[src/rtl/scr_64b66b_pkg.sv]
// Shared constants and types for the 64b/66b self-synchronizing scrambler, G(x)=1+x^39+x^58.
package scr_64b66b_pkg;

   localparam int unsigned SCR_STATE_W = 58;
   localparam int unsigned SCR_TAP_A   = 39;
   localparam int unsigned SCR_TAP_B   = 58;

   typedef logic [SCR_STATE_W-1:0] scr_state_t;

   localparam scr_state_t SCR_RST_STATE = 58'h3FF_FFFF_FFFF_FFFF;

   typedef enum logic {
      SCR_DIR_TX = 1'b0,
      SCR_DIR_RX = 1'b1
   } scr_dir_t;

endpackage

[src/rtl/scr_64b66b_core.sv]
// One scrambler (TX) or descrambler (RX) path: 58-bit line history, XOR network and shift update.
module scr_64b66b_core
   import scr_64b66b_pkg::*;
#(
   parameter int unsigned LEN = 32,
   parameter scr_dir_t    DIR = SCR_DIR_TX
) (
   input  logic           clk,
   input  logic           rst,
   input  logic           valid,
   input  logic           bypass,
   input  logic [LEN-1:0] din,
   output logic [LEN-1:0] dout_c
);

   localparam int unsigned EXT_W = SCR_STATE_W + LEN;
   localparam int unsigned OFS_A = SCR_STATE_W - SCR_TAP_A;
   localparam int unsigned OFS_B = SCR_STATE_W - SCR_TAP_B;

   scr_state_t       state_q;
   scr_state_t       state_d;
   logic [EXT_W-1:0] line_ext;
   logic [LEN-1:0]   scr_c;

   // Line stream in time order: oldest history bit at index 0, this word's bits on top.
   // TX feeds its own outputs back in, which gives the in-word chaining for LEN > 39.
   always_comb begin
      line_ext = '0;
      scr_c    = '0;
      state_d  = state_q;
      for (int m = 0; m < int'(SCR_STATE_W); m++) begin
         line_ext[int'(SCR_STATE_W) - 1 - m] = state_q[m];
      end
      for (int i = 0; i < int'(LEN); i++) begin
         scr_c[i] = din[i] ^ line_ext[i + int'(OFS_A)] ^ line_ext[i + int'(OFS_B)];
         if (DIR == SCR_DIR_TX) begin
            line_ext[int'(SCR_STATE_W) + i] = bypass ? din[i] : scr_c[i];
         end else begin
            line_ext[int'(SCR_STATE_W) + i] = din[i];
         end
      end
      for (int m = 0; m < int'(SCR_STATE_W); m++) begin
         state_d[m] = line_ext[int'(EXT_W) - 1 - m];
      end
   end

   assign dout_c = bypass ? din : scr_c;

   always_ff @(posedge clk or posedge rst) begin
      if (rst) begin
         state_q <= SCR_RST_STATE;
      end else if (valid) begin
         state_q <= state_d;
      end
   end

endmodule

[src/rtl/scr_64b66b_lane.sv]
// 10GBASE-R scrambler/descrambler lane pair with independent TX and RX enables.
// Define SCRAM_BYPASS_EN to add bypass_i, which passes data through while history keeps tracking the line.
module scr_64b66b_lane
   import scr_64b66b_pkg::*;
#(
   parameter int unsigned LEN = 32
) (
   input  logic           clk,
   input  logic           nreset,
`ifdef SCRAM_BYPASS_EN
   input  logic           bypass_i,
`endif
   input  logic           tx_valid_i,
   input  logic [LEN-1:0] tx_data_i,
   output logic [LEN-1:0] tx_scram_o,
   input  logic           rx_valid_i,
   input  logic [LEN-1:0] rx_scram_i,
   output logic [LEN-1:0] rx_data_o
);

   logic bypass;

`ifdef SCRAM_BYPASS_EN
   assign bypass = bypass_i;
`else
   assign bypass = 1'b0;
`endif

   scr_64b66b_core #(
      .LEN (LEN),
      .DIR (SCR_DIR_TX)
   ) u_tx (
      .clk    (clk),
      .rst    (nreset),
      .valid  (tx_valid_i),
      .bypass (bypass),
      .din    (tx_data_i),
      .dout_c (tx_scram_o)
   );

   scr_64b66b_core #(
      .LEN (LEN),
      .DIR (SCR_DIR_RX)
   ) u_rx (
      .clk    (clk),
      .rst    (nreset),
      .valid  (rx_valid_i),
      .bypass (bypass),
      .din    (rx_scram_i),
      .dout_c (rx_data_o)
   );

endmodule

[config.mk]
export PLATFORM = sky130hd
export DESIGN_NAME = scr_64b66b_lane
export DESIGN_NICKNAME = d
export VERILOG_FILES = /design/src/rtl/scr_64b66b_pkg.sv /design/src/rtl/scr_64b66b_core.sv /design/src/rtl/scr_64b66b_lane.sv
export SDC_FILE = /design/constraint.sdc
export NUM_CORES = 1
export LEC_CHECK = 0
export ABC_CLOCK_PERIOD_IN_PS = 2600
export CORE_AREA = 2 2 118 120
export DETAILED_ROUTE_END_ITERATION = 6
export DIE_AREA = 0 0 120 122
export PLACE_DENSITY = 0.85
export SYNTH_ARGS = -nofsm -noshare
export SYNTH_HDL_FRONTEND = slang
export SYNTH_SLANG_ARGS = --single-unit
[constraint.sdc]
create_clock -name clk -period 2.6 [get_ports clk]
set_input_delay 0.52 -clock clk [delete_from_list [all_inputs] [get_ports clk]]
set_output_delay 0.52 -clock clk [all_outputs]
set_load 0.02 [all_outputs]
# Yosys cells after proc, flatten, opt, wreduce, memory -nomap -nowiden
# Index checks and enable logic that the tools add are counted.
[totals]
reg_bits = 116
in_bits = 68
output_inout_bits = 64
[op_classes]
bitwise = 128
[op_table]
columns = ["op", "n"]
rows = [
  ["$xor A1 B1 Y1", 128],
]

# Logic depth before layout (Yosys ltp)
[logic_depth]
depth_word = 2
depth_mapped = 3
mapped_depth_nobuf = 2

# Modules after synthesis
# From an unflattened synthesis, not the netlist that was laid out.
[hier_totals]
cells_unflattened = 549
area_unflattened_um2 = 6248.5
[modules_own_cells]
columns = ["mod", "instances", "cells_per_inst", "area_each_um2", "seq_area_each_um2"]
rows = [
  ["scr_64b66b_core at u_tx", 1, 326, 3244.4, 1524.0],
  ["scr_64b66b_core at u_rx", 1, 222, 3000.4, 1524.0],
  ["scr_64b66b_lane", 1, 1, 3.8, 0.0],
]

# Worst setup path before layout
# No wires, ideal clock.
[synth_timing]
path_kind = "register -> output"
start = "register u_tx.state_q[28]"
end = "output tx_scram_o[10]"
arrival_time_ps = 1112
path_slack_ps = 968
path_stages_with_launch = 3
cell_sequence = "dfstp_2 > xor3_2 > buf_4"
[synth_between]
elab_chain_len = 2
[synth_rtl]
columns = ["element", "line_no", "source"]
rows = [
  ["start: declaration", "scr_64b66b_core.sv:20", "scr_state_t state_q;"],
  ["start signal: assignment", "scr_64b66b_core.sv:53", "state_q <= state_d;"],
  ["$xor A1 B1 Y1 (2 in series)", "scr_64b66b_core.sv:35", "scr_c[i] = din[i] ^ line_ext[i + int'(OFS_A)] ^ line_ext[i + int'(OFS_B)];"],
  ["end: declaration", "scr_64b66b_lane.sv:15", "output logic [LEN-1:0] tx_scram_o,"],
]
# Every way passes these cells.

# Worst setup path in the final report
[layout_timing]
start = "input rx_scram_i[17]"
end = "output rx_data_o[17]"
[layout_between]
elab_chain_len = 2
[layout_rtl]
columns = ["element", "line_no", "source"]
rows = [
  ["start: declaration", "scr_64b66b_lane.sv:17", "input logic [LEN-1:0] rx_scram_i,"],
  ["$xor A1 B1 Y1 (2 in series)", "scr_64b66b_core.sv:35", ""],
  ["end: declaration", "scr_64b66b_lane.sv:18", "output logic [LEN-1:0] rx_data_o"],
]
# Every way passes these cells.

==> results_tabular.tex <==
\begin{tabular}{lr}
\hline
Metric & Value \\
\hline
\multicolumn{2}{l}{\textbf{Worst setup path}} \\
Largest delay contributor family on the critical path & buffers and inverters \\
Nature of the critical path endpoint & primary output \\
Worst path cell trace & clkdlybuf4s50\_1, xnor2\_1, xnor2\_1, clkdlybuf4s50\_1 \\
Crit-path slowest cell & sky130\_fd\_sc\_hd\_\_clkdlybuf4s50\_1 \\
Endpoint required time on the critical path & 2080 ps \\
Reg2reg setup slack & 1230 ps \\
Crit path arrival time & 2010 ps \\
Class of the most critical setup path & input pin to primary output \\
Largest fanout on the critical path & 2 \\
Buffers plus inverters on the worst setup path & 2 \\
Longest individual stage delay on the worst path & 650 ps \\
Startpoint kind of the worst setup timing path & input pin \\
\multicolumn{2}{l}{\textbf{Die}} \\
I/O Pins & 132 \\
Die Footprint & 14600 um\^{}2 \\
Vertical extent of the die & 122 um \\
Area of the core & 13500 um\^{}2 \\
Die width & 120 um \\
Initial standard-cell utilization of the core & 44.8\% \\
Num rows & 43 \\
\multicolumn{2}{l}{\textbf{Clock network}} \\
TritonCTS sink count & 116 \\
Number of buffers created by CTS & 17 \\
CTS tree & built \\
Post-CTS setup repair buffer count & 0 \\
Number of buffers on the longest clock path & 2 \\
Insertion delay of the later-clocked pin in the worst-skew pair & 410 ps \\
Cells resized by post-CTS repair & 0 \\
Root Buffer & sky130\_fd\_sc\_hd\_\_clkbuf\_16 \\
H-tree lvl count & 4 \\
Clock slew at the register clock pins of the worst setup and hold paths & 50 ps \\
Hold buffer count at cts & 0 \\
\multicolumn{2}{l}{\textbf{Power and ir drop}} \\
Leakage Power & 3.17 nW \\
Largest voltage drop on the vdd net & 968 uV \\
Final Total Pwr & 10.3 mW \\
Cell Pwr Density & 1310 nW/um\^{}2 \\
\multicolumn{2}{l}{\textbf{Timing}} \\
Layout Skew & 6.01 ps \\
Setup slack of the critical path after layout & 68.0 ps \\
Slew HR & 61.2\% \\
Number of failing setup endpoints in the final timing report & 0 \\
Total Neg Setup Slack & 0 ps \\
Final Slew Violations & 0 \\
Clock period minus worst slack & 2530 ps \\
Max Freq & 0.395 GHz \\
Slew @ Worst Pin & 583 ps \\
Setup repair after global routing missed its margin & no \\
Number of hold violations in the final report & 0 \\
Crit share post-route & 97.4\% \\
\multicolumn{2}{l}{\textbf{Global route}} \\
Number of global-route vias before repair & 3500 \\
Wire length of the first global-routing pass & 17.6 mm \\
Initial antenna violation count & 0 \\
Leftover overflow at the end of global routing & 0 \\
Overall routing resource usage & 15.7\% \\
Maximum number of pins on one net before global-route repair & 117 \\
\multicolumn{2}{l}{\textbf{Synthesis}} \\
Distinct cells, synth & 9 \\
Number of warning messages in the yosys log & 0 \\
Net count of the mapped netlist & 441 \\
Post-synthesis sequential area ratio & 50.3\% \\
Post-Syn Area per Cell & 16.2 um\^{}2 \\
Flip-flop and latch count after synthesis & 116 \\
Post-Synthesis Cell Area & 6060 um\^{}2 \\
Number of cells produced by synthesis & 373 \\
\multicolumn{2}{l}{\textbf{Cells and area}} \\
Fraction of final layout cells with drive strength greater than 1 & 55.6\% \\
Final-stage net count & 550 \\
Ant. Diodes & 0 \\
Count of placed standard cells in the final layout, fillers left out & 673 \\
Layout area overhead & 30.1\% \\
Most common library cell in the layout ignoring fill and taps & sky130\_fd\_sc\_hd\_\_clkdlybuf4s50\_1 \\
Highest-count cells in the layout ignoring fill and taps & sky130\_fd\_sc\_hd\_\_clkdlybuf4s50\_1 (129), sky130\_fd\_sc\_hd\_\_dfstp\_2 (116), sky130\_fd\_sc\_hd\_\_mux2\_2 (103) \\
\multicolumn{2}{l}{\textbf{Routing}} \\
Detailed-routing iteration count for the pre-antenna-repair pass & 4 \\
DRT iter0 DRCs & 132 \\
Sum of routed wire length over all layers & 10.8 mm \\
Detail-routed net length per standard cell & 16.0 um \\
Via density per instance & 4.68 \\
Via count of the routed design & 3151 \\
Number of antenna-violating nets in the routed design & 0 \\
DRC violations left & 0 \\
\multicolumn{2}{l}{\textbf{Placed design}} \\
Routability cong. & 0.730 \\
Post-Place Cells & 643 \\
Port buffer count & 131 \\
Setup Slack @ Placement & 88.1 ps \\
HPWL reported at the end of detailed placement & 7.66 mm \\
\multicolumn{2}{l}{\textbf{Flow run}} \\
Number of max-cap violations & 0 \\
\multicolumn{2}{l}{\textbf{Min path}} \\
Hold/Removal Path Class & register to register \\
\multicolumn{2}{l}{\textbf{Outcome}} \\
Status & finished, final reports clean \\
\hline
\end{tabular}
-- sequential cells by signal (all words and copies together) (netlist names) --
| signal | flops |
|---|---|
| u_rx.state_q | 58 |
| u_tx.state_q | 58 |
-- worst paths after layout --
check | depth (start not counted) | end | startpoint
min | 1 | u_tx.state_q[1] | u_tx.state_q[1]
max reg2reg | 2 | u_tx.state_q[24] | u_tx.state_q[31]
min in group asynchronous | 3 | u_rx.state_q[46] | nreset
max in group asynchronous | 3 | u_tx.state_q[51] | nreset
min reg2reg | 1 | u_tx.state_q[1] | u_tx.state_q[1]
max | 4 | rx_data_o[17] | rx_scram_i[17]
-- per-layer routing --
| metal | GRT usage [%] | routed length [um] | vias up |
|---|---|---|---|
| met5 | 0 | 0 | - |
| met4 | 6.18 | 140 | 0 |
| met3 | 6.88 | 860 | 10 |
| met2 | 25.0 | 5090 | 119 |
| met1 | 18.7 | 4670 | 1556 |
| li1 | - | - | 1466 |
-- kinds of logic (layout without fill, tap and decap cells) --
family                 Yosys count  after routing  share of synthesized area, %
XOR/XNOR                        96             96                          22.0
multiplexers                   116            116                          22.4
flip-flops                     116            116                          50.3
buffers and inverters           45            165                          5.27
-- where the power goes --
part | switching [mW] | leakage (nW) | internal, mW
combinational | 1.89 | 1.68 | 2.99
clock | 0.732 | 0.273 | 1.39
sequential | 0.478 | 1.22 | 2.84
total | 3.10 | 3.17 | 7.22
-- cell type report --
class,instances,area (um^2)
Timing Repair Buffer,134,1360
Tap cell,180,225
Fill cell,1063,5630
Sequential cell,116,3050
Clock buffer,25,495
Inverter,1,7.51
Multi-Input combinational cell,212,2690
Clock inverter,5,50.0
-- Yosys cell counts --
master | n | area (um^2)
sky130_fd_sc_hd__buf_2 | 6 | 30.0
sky130_fd_sc_hd__dfstp_2 | 116 | 3050
sky130_fd_sc_hd__mux2_4 | 13 | 195
sky130_fd_sc_hd__mux2_2 | 103 | 1160
sky130_fd_sc_hd__buf_4 | 38 | 285
sky130_fd_sc_hd__xor3_2 | 10 | 250
sky130_fd_sc_hd__xnor2_1 | 64 | 561
sky130_fd_sc_hd__xor3_1 | 22 | 523
sky130_fd_sc_hd__inv_1 | 1 | 3.75
-- through the flow --
step           utilization, %  hold slack (ps)  instance area, um^2
2_1_floorplan               -              600                 6060
5_1_grt                  58.3              620                 7880
4_1_cts                  58.3              615                 7880
3_5_place_dp             54.3              608                 7330
6_report                 58.3              613                 7880
3_3_place_gp             54.3              605                 7330
No activity file was read; power rests on OpenSTA's default activity.
